<file path="src/rtl/bus_arbiter.sv">
// Shared-bus arbiter: fixed-priority or round-robin grant, one turnaround cycle
// between owners, and a watchdog that forces completion of a stalled transfer.
module bus_arbiter #(
  parameter int unsigned MASTERS = 4,
  parameter int unsigned RR_MODE = 1,
  parameter int unsigned TIMEOUT = 256,
  localparam int unsigned IW = $clog2(MASTERS)
) (
  input  logic               clk,
  input  logic               rst,
  input  logic [MASTERS-1:0] bus_req,
  output logic [MASTERS-1:0] bus_grant,
  input  logic               rd_bus,
  input  logic               wr_bus,
  input  logic               fc_bus,
  output logic               fc_abort,
  output logic               bus_busy,
  output logic [IW-1:0]      owner,
  output logic               err_valid,
  output logic [IW-1:0]      err_master
);

  localparam int unsigned CW = (TIMEOUT > 0) ? $clog2(TIMEOUT + 1) : 1;
  localparam logic [CW-1:0] TimeoutVal = CW'(TIMEOUT);

  typedef enum logic [1:0] {StIdle, StGrant, StTurn} state_e;

  state_e             state_q;
  logic [MASTERS-1:0] grant_q;
  logic               busy_q;
  logic [IW-1:0]      owner_q;
  logic [IW-1:0]      last_q;
  logic [CW-1:0]      wd_cnt_q;
  logic               fc_abort_q;
  logic               err_valid_q;
  logic [IW-1:0]      err_master_q;

  logic               win_found;
  logic [IW-1:0]      win_idx;
  logic [IW-1:0]      cand;
  logic [MASTERS-1:0] win_onehot;

  // Scan candidates in priority order; round-robin starts just past the last owner.
  always_comb begin
    win_found  = 1'b0;
    win_idx    = '0;
    cand       = '0;
    win_onehot = '0;
    for (int i = 0; i < MASTERS; i++) begin
      if (RR_MODE != 0) begin
        cand = IW'((32'(last_q) + 32'(i) + 32'd1) % MASTERS);
      end else begin
        cand = IW'(i);
      end
      if (!win_found && bus_req[cand]) begin
        win_found = 1'b1;
        win_idx   = cand;
      end
    end
    win_onehot[win_idx] = 1'b1;
  end

  always_ff @(posedge clk) begin
    if (!rst) begin
      state_q      <= StIdle;
      grant_q      <= '0;
      busy_q       <= 1'b0;
      owner_q      <= '0;
      last_q       <= IW'(MASTERS - 1);
      wd_cnt_q     <= '0;
      fc_abort_q   <= 1'b0;
      err_valid_q  <= 1'b0;
      err_master_q <= '0;
    end else begin
      fc_abort_q  <= 1'b0;
      err_valid_q <= 1'b0;
      case (state_q)
        StIdle: begin
          wd_cnt_q <= '0;
          if (win_found) begin
            owner_q <= win_idx;
            grant_q <= win_onehot;
            busy_q  <= 1'b1;
            state_q <= StGrant;
          end
        end
        StGrant: begin
          if (!bus_req[owner_q]) begin
            grant_q  <= '0;
            busy_q   <= 1'b0;
            last_q   <= owner_q;
            wd_cnt_q <= '0;
            state_q  <= StTurn;
          end else if (fc_bus) begin
            // Real completion beats an abort due on the same edge.
            wd_cnt_q <= '0;
          end else if ((TIMEOUT != 0) && (wd_cnt_q == TimeoutVal)) begin
            wd_cnt_q     <= '0;
            fc_abort_q   <= 1'b1;
            err_valid_q  <= 1'b1;
            err_master_q <= owner_q;
          end else if ((TIMEOUT != 0) && (rd_bus || wr_bus) && (wd_cnt_q != {CW{1'b1}})) begin
            wd_cnt_q <= wd_cnt_q + CW'(1);
          end
        end
        StTurn: begin
          wd_cnt_q <= '0;
          state_q  <= StIdle;
        end
        default: begin
          grant_q <= '0;
          busy_q  <= 1'b0;
          state_q <= StIdle;
        end
      endcase
    end
  end

  assign bus_grant  = grant_q;
  assign bus_busy   = busy_q;
  assign owner      = owner_q;
  assign fc_abort   = fc_abort_q;
  assign err_valid  = err_valid_q;
  assign err_master = err_master_q;

endmodule
</file>
<file path="config.mk">
export PLATFORM = sky130hd
export DESIGN_NAME = bus_arbiter
export DESIGN_NICKNAME = d
export VERILOG_FILES = /design/src/rtl/bus_arbiter.sv
export SDC_FILE = /design/constraint.sdc
export NUM_CORES = 1
export LEC_CHECK = 0
export BUFFER_PORTS_ARGS = -buffer_cell sky130_fd_sc_hd__buf_2
export CAP_MARGIN = 20
export CORE_MARGIN = 2
export CORE_UTILIZATION = 55
export DETAILED_ROUTE_END_ITERATION = 10
export PLACE_DENSITY = 0.8
export SLEW_MARGIN = 10
export SYNTH_ARGS = -nofsm -noshare
export SYNTH_HDL_FRONTEND = slang
export SYNTH_SLANG_ARGS = --single-unit
</file>
<file path="constraint.sdc">
create_clock -name clk -period 3.3 [get_ports clk]
set_input_delay 0 -clock clk [delete_from_list [all_inputs] [get_ports clk]]
set_output_delay 0 -clock clk [all_outputs]
set_load 0.005 [all_outputs]
</file>
==> results.tsv, run 1 <==
metric	value	unit
Antenna diodes	0	
FILL cells	200	
hpwl dp	2040	um
worst path required time	3560	ps
Reg clk slew, reported paths	120	ps
global-route wire length before repair	4560	um
Crit Path Max Fanout	7	
area grow syn2layout	10.5	%
WL/cell	14.5	um
Logic pwr share	0.211	
core area	2210	um^2
critical path's top delay family	compound AO/OA/AOI/OAI gates	
CP Data Arrival Time	2880	ps
Post-Synthesis Cell Area	1280	um^2
switch share	0.300	
crit path kind	reg2reg	
CTS tree	built	
largest net degree at the start of global routing	16	
fin util	0.637	
vias post-DR	1150	
Pint	391	uW
gr usage total	0.221	
syn nets	151	
outcome	completed	
fmax	381	MHz
Die Span X	52.2	um
Antenna Violating Nets Remaining	0	
hold slack	152	ps
Root Buffer	clkbuf_4	
Startpoint Class	flip-flop	
Hold Crit Start	bus_req[1]	
drt drc	0	
Detailed Route WL	2690	um
setup TNS	0	ps
met3 Track Usage GR	0.0343	
routability cong.	0.939	
Resize count post-CTS	0	
DRT iter0 DRCs	43	
Mapped Cells	139	
Yosys reg bits	23	
Min-Delay Endpoint	owner[1]	
slowest cell delay on critical path	550	ps
share of layout cells above drive strength 1	0.209	
Peak VDD IR	265	uV
clock share of power	0.228	
Async S/R FF share, synth	0	
Die Area	2720	um^2
max_slew headroom	0.564	
max-cap violations	0	
Clock Latency Late Sink	310	ps
fin. max-slew vios	0	
pwr dens	396	nW/um^2
CTS sink cnt	23	
Vias/cell	6.18	
worst hold path stage count	4	
sequential share of power	0.561	
path depth of the worst reg2reg path	9	
total of warnings raised by yosys	0	
Initial Util	0.577	
Worst Hold Class	in2reg	
Worst R2R End	wd_cnt_q[1]	
GRT met2 Usage	0.335	
Critical R2R Launch	wd_cnt_q[0]	
Lkg Pwr	0.000539	uW
worst reg-to-reg setup slack	680	ps
RSZ-0062 raised after global routing	no	
M1 GR Usage	0.316	
setup repair bufs after CTS	0	
Layout Skew	1.47	ps
Overflow after GRT	0	
peak-usage layer in the global routing report	met2	
Slowest-stage cell, CP	a2111oi_4	
io pins	20	
crit path capture type	flip-flop	
Slew @ Worst Pin	653	ps
std cell rows	17	
CTS buffer count	3	
Setup violations, final	0	
shortest period the worst path allows	2620	ps
buffer and inverter count on the worst path	0	
switching power	167	uW
Avg Inst Size Synth	9.18	um^2
H-tree depth	1	
post-place setup slack	760	ps
EDFF count, synth	0	
initial antenna violation count	0	
Hold Violations, Final	0	
register area share after synthesis	0.361	
Pre-Repair DR Iteration Count	4	
critical path cell sequence	ha_1, and3_2, and3_1, and3_1, ha_1, o21bai_1, a2111oi_4, and2_4, a22o_1	
PnR worst setup slack	678	ps
fin crit share	0.794	
post-synth cell types	47	
Port Buf Inserts	19	
prevailing post-synth register cell	dfxtp_1	
Clock Tree Buf Depth	2	
nets	171	
Die Y	52.2	um
vias in the first global route	1031	
==> what timing repair did <==
action,CTS,global route
hold buffers,1,0
hold endpoints to repair,2,0
endpoints found under the setup margin,0,0
==> stage by stage <==
stage | cells | area [um^2] | power, uW
after CTS | 186 | 1410 | 562
after floorplan | 139 | 1280 | 404
after global placement | 181 | 1370 | 432
after detailed placement | 181 | 1370 | 435
after global routing | 186 | 1410 | 586
final | 186 | 1410 | 559
==> area by class of cell <==
type                    count  area, um^2  area share
repair buffers             20         105      0.0745
multi-input cells         103         753       0.534
clock buffers               4        26.3      0.0186
inverters                   8        30.0      0.0213
well taps                  28        35.0      0.0248
flip-flops and latches     23         460       0.327
==> how the worst max path moves through the flow <==
stage | cells after the start | slack (ps) | startpoint | end
after floorplan | 9 | 950 | wd_cnt_q[0] | wd_cnt_q[7]
after CTS | 9 | 710 | wd_cnt_q[0] | wd_cnt_q[1]
after global placement | 9 | 810 | wd_cnt_q[0] | wd_cnt_q[1]
after detailed placement | 9 | 760 | wd_cnt_q[0] | wd_cnt_q[1]
after global routing | 9 | 550 | wd_cnt_q[0] | wd_cnt_q[1]
final | 9 | 680 | wd_cnt_q[0] | wd_cnt_q[1]
==> registers in the layout, summed over array words and instances (netlist names) <==
| signal | flops |
|---|---|
| err_valid | 1 |
| err_master | 2 |
| bus_busy | 1 |
| wd_cnt_q | 9 |
| state_q | 2 |
| owner | 2 |
| bus_grant | 4 |
| last_q | 2 |
==> cell usage after synthesis, types with 4 or more instances <==
master     n  area (um^2)
dfxtp_1   23          460
nand3_1   10         50.1
inv_1      8         30.0
nor2_1     8         30.0
nand2_1    7         26.3
nor3_1     7         35.0
nand2b_1   6         37.5
a21oi_1    5         25.0
a22o_1     5         43.8
o211ai_1   5         37.5
o21ai_1    4         20.0
==> metal layers <==
metal,up-vias,share of wire
li1,565,-
met1,532,0.49
met2,44,0.44
met3,9,0.053
met4,0,0.022
met5,-,0
==> kinds of logic after synthesis <==
| kind of cell | Yosys count | synth area share |
|---|---|---|
| and+or+nand+nor | 58 | 0.270 |
| AOI/OAI and AO/OA | 38 | 0.251 |
| DFF | 23 | 0.361 |
| buffers and inverters | 13 | 0.0490 |
| muxes | 3 | 0.0333 |
| adders and majority gates | 3 | 0.0294 |
| xor gates and xnor gates | 1 | 0.00686 |
==> power groups by stage <==
stage | Combinational (uW) | Sequential, uW | Clock (uW)
global placement | 113 | 319 | 0
floorplan | 93.6 | 311 | 0
CTS | 117 | 313 | 132
finish | 118 | 313 | 127
global route | 131 | 316 | 139
detailed placement | 116 | 319 | 0
==> cell usage in the layout, fill, tap and decap left out, types with 3 or more instances in the layout <==
cell | synthesis | final
and3_1 | 3 | 3
a21oi_1 | 5 | 5
nor3_1 | 7 | 7
clkbuf_4 | 0 | 3
o211ai_1 | 5 | 5
dfxtp_1 | 23 | 23
ha_1 | 3 | 3
nand3_1 | 10 | 10
nand2b_1 | 6 | 6
nand2_1 | 7 | 7
buf_2 | 2 | 19
a211oi_1 | 3 | 3
o21ai_1 | 4 | 4
inv_1 | 8 | 8
nor2_1 | 8 | 8
a22o_1 | 5 | 5
==> worst register-to-register path, delay by kind of cell, from the launching register on <==
family | cells | cell delay [ps]
AND/OR/NAND/NOR | 4 | 870
flip-flops | 1 | 360
AO/OA/AOI/OAI | 3 | 940
adder cells (fa/ha/maj) | 2 | 410
No activity file was read; power rests on OpenSTA's default activity.
==> run 2: changes to the inputs <==
==> constraint.sdc (replaced) <==
create_clock -name clk -period 2.6 [get_ports clk]
set_input_delay 0 -clock clk [delete_from_list [all_inputs] [get_ports clk]]
set_output_delay 0 -clock clk [all_outputs]
set_load 0.005 [all_outputs]
==> run 2 against run 1 <==
- maximum frequency up 9.2%
- hold slack better by 12 ps
- clock power up 31%
- sequential share of layout area down 0.17 points
- routed wire length up 6.2%
- sequential power up 27%
- die area unchanged
- cell count up 0.54%
- global-route usage up 2.1 points
- flip-flop and latch count unchanged
- critical path depth unchanged
==> results.tsv, run 2 (synthesis gave the netlist of run 1 again) <==
metric	value	unit
shortest period the worst path allows	2400	ps
setup repair bufs after CTS	0	
Reg with most FFs	wd_cnt_q	
fmax	416	MHz
Die Y	52.2	um
Overflow after GRT	0	
area grow syn2layout	11.1	%
hold slack	164	ps
hpwl dp	2170	um
fin crit share	0.924	
fin. max-slew vios	0	
RSZ-0062 raised after global routing	no	
outcome	completed	
clock share of power	0.231	
largest net degree at the start of global routing	16	
core area	2210	um^2
Resize count post-CTS	0	
vias in the first global route	1052	
Antenna Violating Nets Remaining	0	
max_slew headroom	0.566	
most frequent cells in the layout	23 x dfxtp_1, 19 x buf_2, 10 x nand3_1	
vias post-DR	1142	
CTS sink cnt	23	
Peak VDD IR	326	uV
Detailed Route WL	2860	um
Hold Violations, Final	0	
max reg flops	9	
Vias/cell	6.11	
Port Buf Inserts	19	
crit path capture type	flip-flop	
Slew @ Worst Pin	651	ps
Setup violations, final	0	
Die Area	2720	um^2
Antenna diodes	0	
switching power	219	uW
crit path kind	reg2reg	
max-cap violations	0	
pwr dens	506	nW/um^2
Layout Skew	11.2	ps
nets	172	
std cell rows	17	
Startpoint Class	flip-flop	
Pre-Repair DR Iteration Count	4	
CTS buffer count	3	
global-route wire length before repair	4870	um
CP Data Arrival Time	2660	ps
Reg clk slew, reported paths	130	ps
Worst Hold Class	in2reg	
Initial Util	0.577	
gr usage total	0.242	
H-tree depth	1	
WL/cell	15.3	um
DRT iter0 DRCs	31	
routability cong.	0.906	
setup TNS	0	ps
switch share	0.306	
CTS tree	built	
Lkg Pwr	0.000544	uW
most common cell after layout, fill and taps aside	dfxtp_1	
drt drc	0	
Clock Tree Buf Depth	2	
Die Span X	52.2	um
Clock Latency Late Sink	310	ps
sequential share of power	0.556	
Root Buffer	clkbuf_4	
io pins	20	
Logic pwr share	0.213	
Pint	498	uW
Crit Path Max Fanout	7	
share of layout cells above drive strength 1	0.214	
initial antenna violation count	0	
worst path required time	2860	ps
## run 2: cell types whose count changed in the layout (fill, tap and decap cells not counted)
cell | previous run | this run
buf_4 | 0 | 1
## run 2: final timing paths
check               startpoint           end  slack, ps  depth (start not counted)
setup / recovery   wd_cnt_q[0]   wd_cnt_q[8]        200                          9
hold / removal          fc_bus     err_valid        160                          4
setup reg to reg   wd_cnt_q[0]   wd_cnt_q[8]        200                          9
hold reg to reg   bus_grant[3]  bus_grant[3]        480                          1
## run 2: area by class of cell
| cell class | count | area (um^2) |
|---|---|---|
| fillers | 200 | 795 |
| inverters | 8 | 30.0 |
| repair buffers | 21 | 113 |
| flip-flops and latches | 23 | 460 |
| clock buffers | 4 | 26.3 |
| well taps | 28 | 35.0 |
| multi-input cells | 103 | 753 |
## run 2: power groups by stage
stage	logic [uW]	clock network (uW)	registers, uW
floorplan	119	0	394
global placement	145	0	405
detailed placement	150	0	406
CTS	152	173	398
global route	169	184	402
finish	153	166	399
## run 2: repair_timing
item                                    in CTS  in global routing
endpoints found under the setup margin       0                  6
hold endpoints to repair                     2                  0
hold buffers                                 1                  0
## run 2: layer usage
metal	share of wire	global-route usage	vias to the layer above
li1	-	-	564
met1	0.47	0.345	527
met2	0.46	0.367	47
met3	0.063	0.0314	4
met4	0.010	0.103	0
met5	0	0	-
## run 2: critical path, cell delays in order (launching register included)
cell and delay, ps:
dfxtp_1 360, ha_1 230, and3_2 230, and3_1 200
and3_1 190, ha_1 170, o21bai_1 200, a2111oi_4 420
and2_4 240, a22o_1 110
## run 2: stage by stage
step / worst slack, ps / power, uW / std cells / area (um^2) / util
floorplan: 250 / 513 / 139 / 1280 / -
global placement: 212 / 550 / 182 / 1380 / 0.624
detailed placement: 139 / 556 / 182 / 1380 / 0.624
CTS: 110 / 723 / 187 / 1420 / 0.641
global route: 63.6 / 754 / 187 / 1420 / 0.641
finish: 199 / 717 / 187 / 1420 / 0.641
==> run 3: changes to the inputs <==
--- a/config.mk
+++ b/config.mk
@@ -10,6 +10,7 @@
 export CORE_MARGIN = 2
 export CORE_UTILIZATION = 55
 export DETAILED_ROUTE_END_ITERATION = 10
+export GPL_TIMING_DRIVEN = 0
 export PLACE_DENSITY = 0.8
 export SLEW_MARGIN = 10
 export SYNTH_ARGS = -nofsm -noshare
==> run 3 against run 2 <==
- non-clock buffer count is 5 higher
- register-to-register slack worse by 60 ps
- critical path type unchanged
- worst setup slack worse by 58 ps
- routed wire length is 1.9% lower
- design area is 3.4% higher
==> results.tsv, run 3 (synthesis gave the netlist of run 1 again) <==
metric	value	unit
pwr dens	500	nW/um^2
post-placement cell area	1410	um^2
core area	2210	um^2
Die Span X	52.2	um
Crit Path Max Fanout	6	
critical path cell sequence	ha_1, and3_2, and3_1, and3_1, ha_1, o21bai_4, a2111oi_4, buf_4, nand2_1, o221ai_1	
Startpoint Class	flip-flop	
nets	177	
final instance area	1470	um^2
fin crit share	0.946	
gr usage total	0.228	
Slew @ Worst Pin	587	ps
multi-input logic area	764	um^2
Die Y	52.2	um
vias post-DR	1174	
area grow syn2layout	14.9	%
outcome	completed	
Die Area	2720	um^2
Pint	505	uW
Peak VDD IR	473	uV
Slowest-stage cell, CP	dfxtp_2	
Reg area	462	um^2
Lkg Pwr	0.000570	uW
Layout Skew	4.87	ps
switch share	0.311	
global-route wire length before repair	4770	um
fmax	407	MHz
Overflow after GRT	0	
Clock Latency Late Sink	310	ps
CTS sink cnt	23	
io pins	20	
WL/cell	14.6	um
Port Buf Inserts	19	
sequential share of power	0.532	
std cell rows	17	
Logic pwr share	0.237	
Antenna diodes	0	
Antenna Violating Nets Remaining	0	
fin. max-slew vios	0	
initial antenna violation count	0	
Reg clk slew, reported paths	130	ps
CTS buffer count	3	
CTS tree	built	
most common cell after layout, fill and taps aside	dfxtp_1	
crit path capture type	flip-flop	
largest net degree at the start of global routing	15	
Hold Violations, Final	0	
PnR worst setup slack	140	ps
hpwl dp	2160	um
fin util	0.663	
H-tree depth	1	
Reg with most FFs	wd_cnt_q	
shortest period the worst path allows	2460	ps
clock share of power	0.231	
post-place setup slack	-5.95	ps
Detailed Route WL	2800	um
drt drc	0	
share of layout cells above drive strength 1	0.250	
Initial Util	0.577	
crit path kind	reg2reg	
max_slew headroom	0.606	
max reg flops	9	
FILL cells	196	
Vias/cell	6.11	
Setup violations, final	0	
Clock Tree Buf Depth	2	
CP Data Arrival Time	2700	ps
most frequent cells in the layout	22 x dfxtp_1, 21 x buf_2, 10 x nand3_1	
Root Buffer	clkbuf_4	
max-cap violations	0	
Worst Hold Class	in2reg	
vias in the first global route	1064	
DRT iter0 DRCs	42	
setup TNS	0	ps
slowest cell delay on critical path	360	ps
overall power	733	uW
switching power	228	uW
worst path required time	2840	ps
routability cong.	0.846	
Pre-Repair DR Iteration Count	4	
==> run 3: worst paths after layout <==
| path | start | endpoint | slack (ps) | depth (start not counted) |
|---|---|---|---|---|
| worst min register to register | bus_grant[3] | bus_grant[3] | 480 | 1 |
| worst max register to register | wd_cnt_q[0] | wd_cnt_q[6] | 140 | 10 |
| worst min-delay path | bus_req[1] | owner[1] | 150 | 4 |
| worst max-delay path | wd_cnt_q[0] | wd_cnt_q[6] | 140 | 10 |
==> run 3: through the flow <==
step,hold WS [ps],std cells
6_report,152,192
5_1_grt,134,192
4_1_cts,138,191
3_5_place_dp,239,186
3_3_place_gp,229,186
2_1_floorplan,71.8,139
==> run 3: what timing repair did <==
action / CTS / global route
setup buffers: 0 / 1
endpoints found under the hold margin: 2 / 0
hold buffers: 1 / 0
gates resized for setup: 0 / 3
pin swaps: 1 / 1
endpoints found under the setup margin: 3 / 8
==> run 3: power by group through the flow <==
stage	sequential, uW	clock [uW]	combinational, uW
detailed placement	397	0	167
global placement	396	0	163
floorplan	394	0	119
CTS	389	173	169
global route	392	188	190
finish	390	169	174
==> run 3: final cells by class <==
cell class                 count  area share
clock inverter                 1     0.00512
buffer                         5      0.0222
tap                           28      0.0239
multi-input combinational    103       0.521
timing repair buffer          21      0.0768
inverter                       8      0.0205
sequential                    23       0.315
clock buffer                   3      0.0154
==> run 3: metal layers <==
metal | vias up | track usage | wire [um]
met4 | 0 | 0.0385 | 11
met3 | 2 | 0.0257 | 126
met1 | 558 | 0.315 | 1340
met2 | 35 | 0.390 | 1320
li1 | 579 | - | -
met5 | - | 0 | 0
==> run 3: worst max-delay path, delay by kind of cell, from the launching register on <==
family,cells,cell delay [ps]
compound gates,3,720
simple gates,4,690
fa+ha+maj,2,410
flops,1,360
buf+inv,1,200
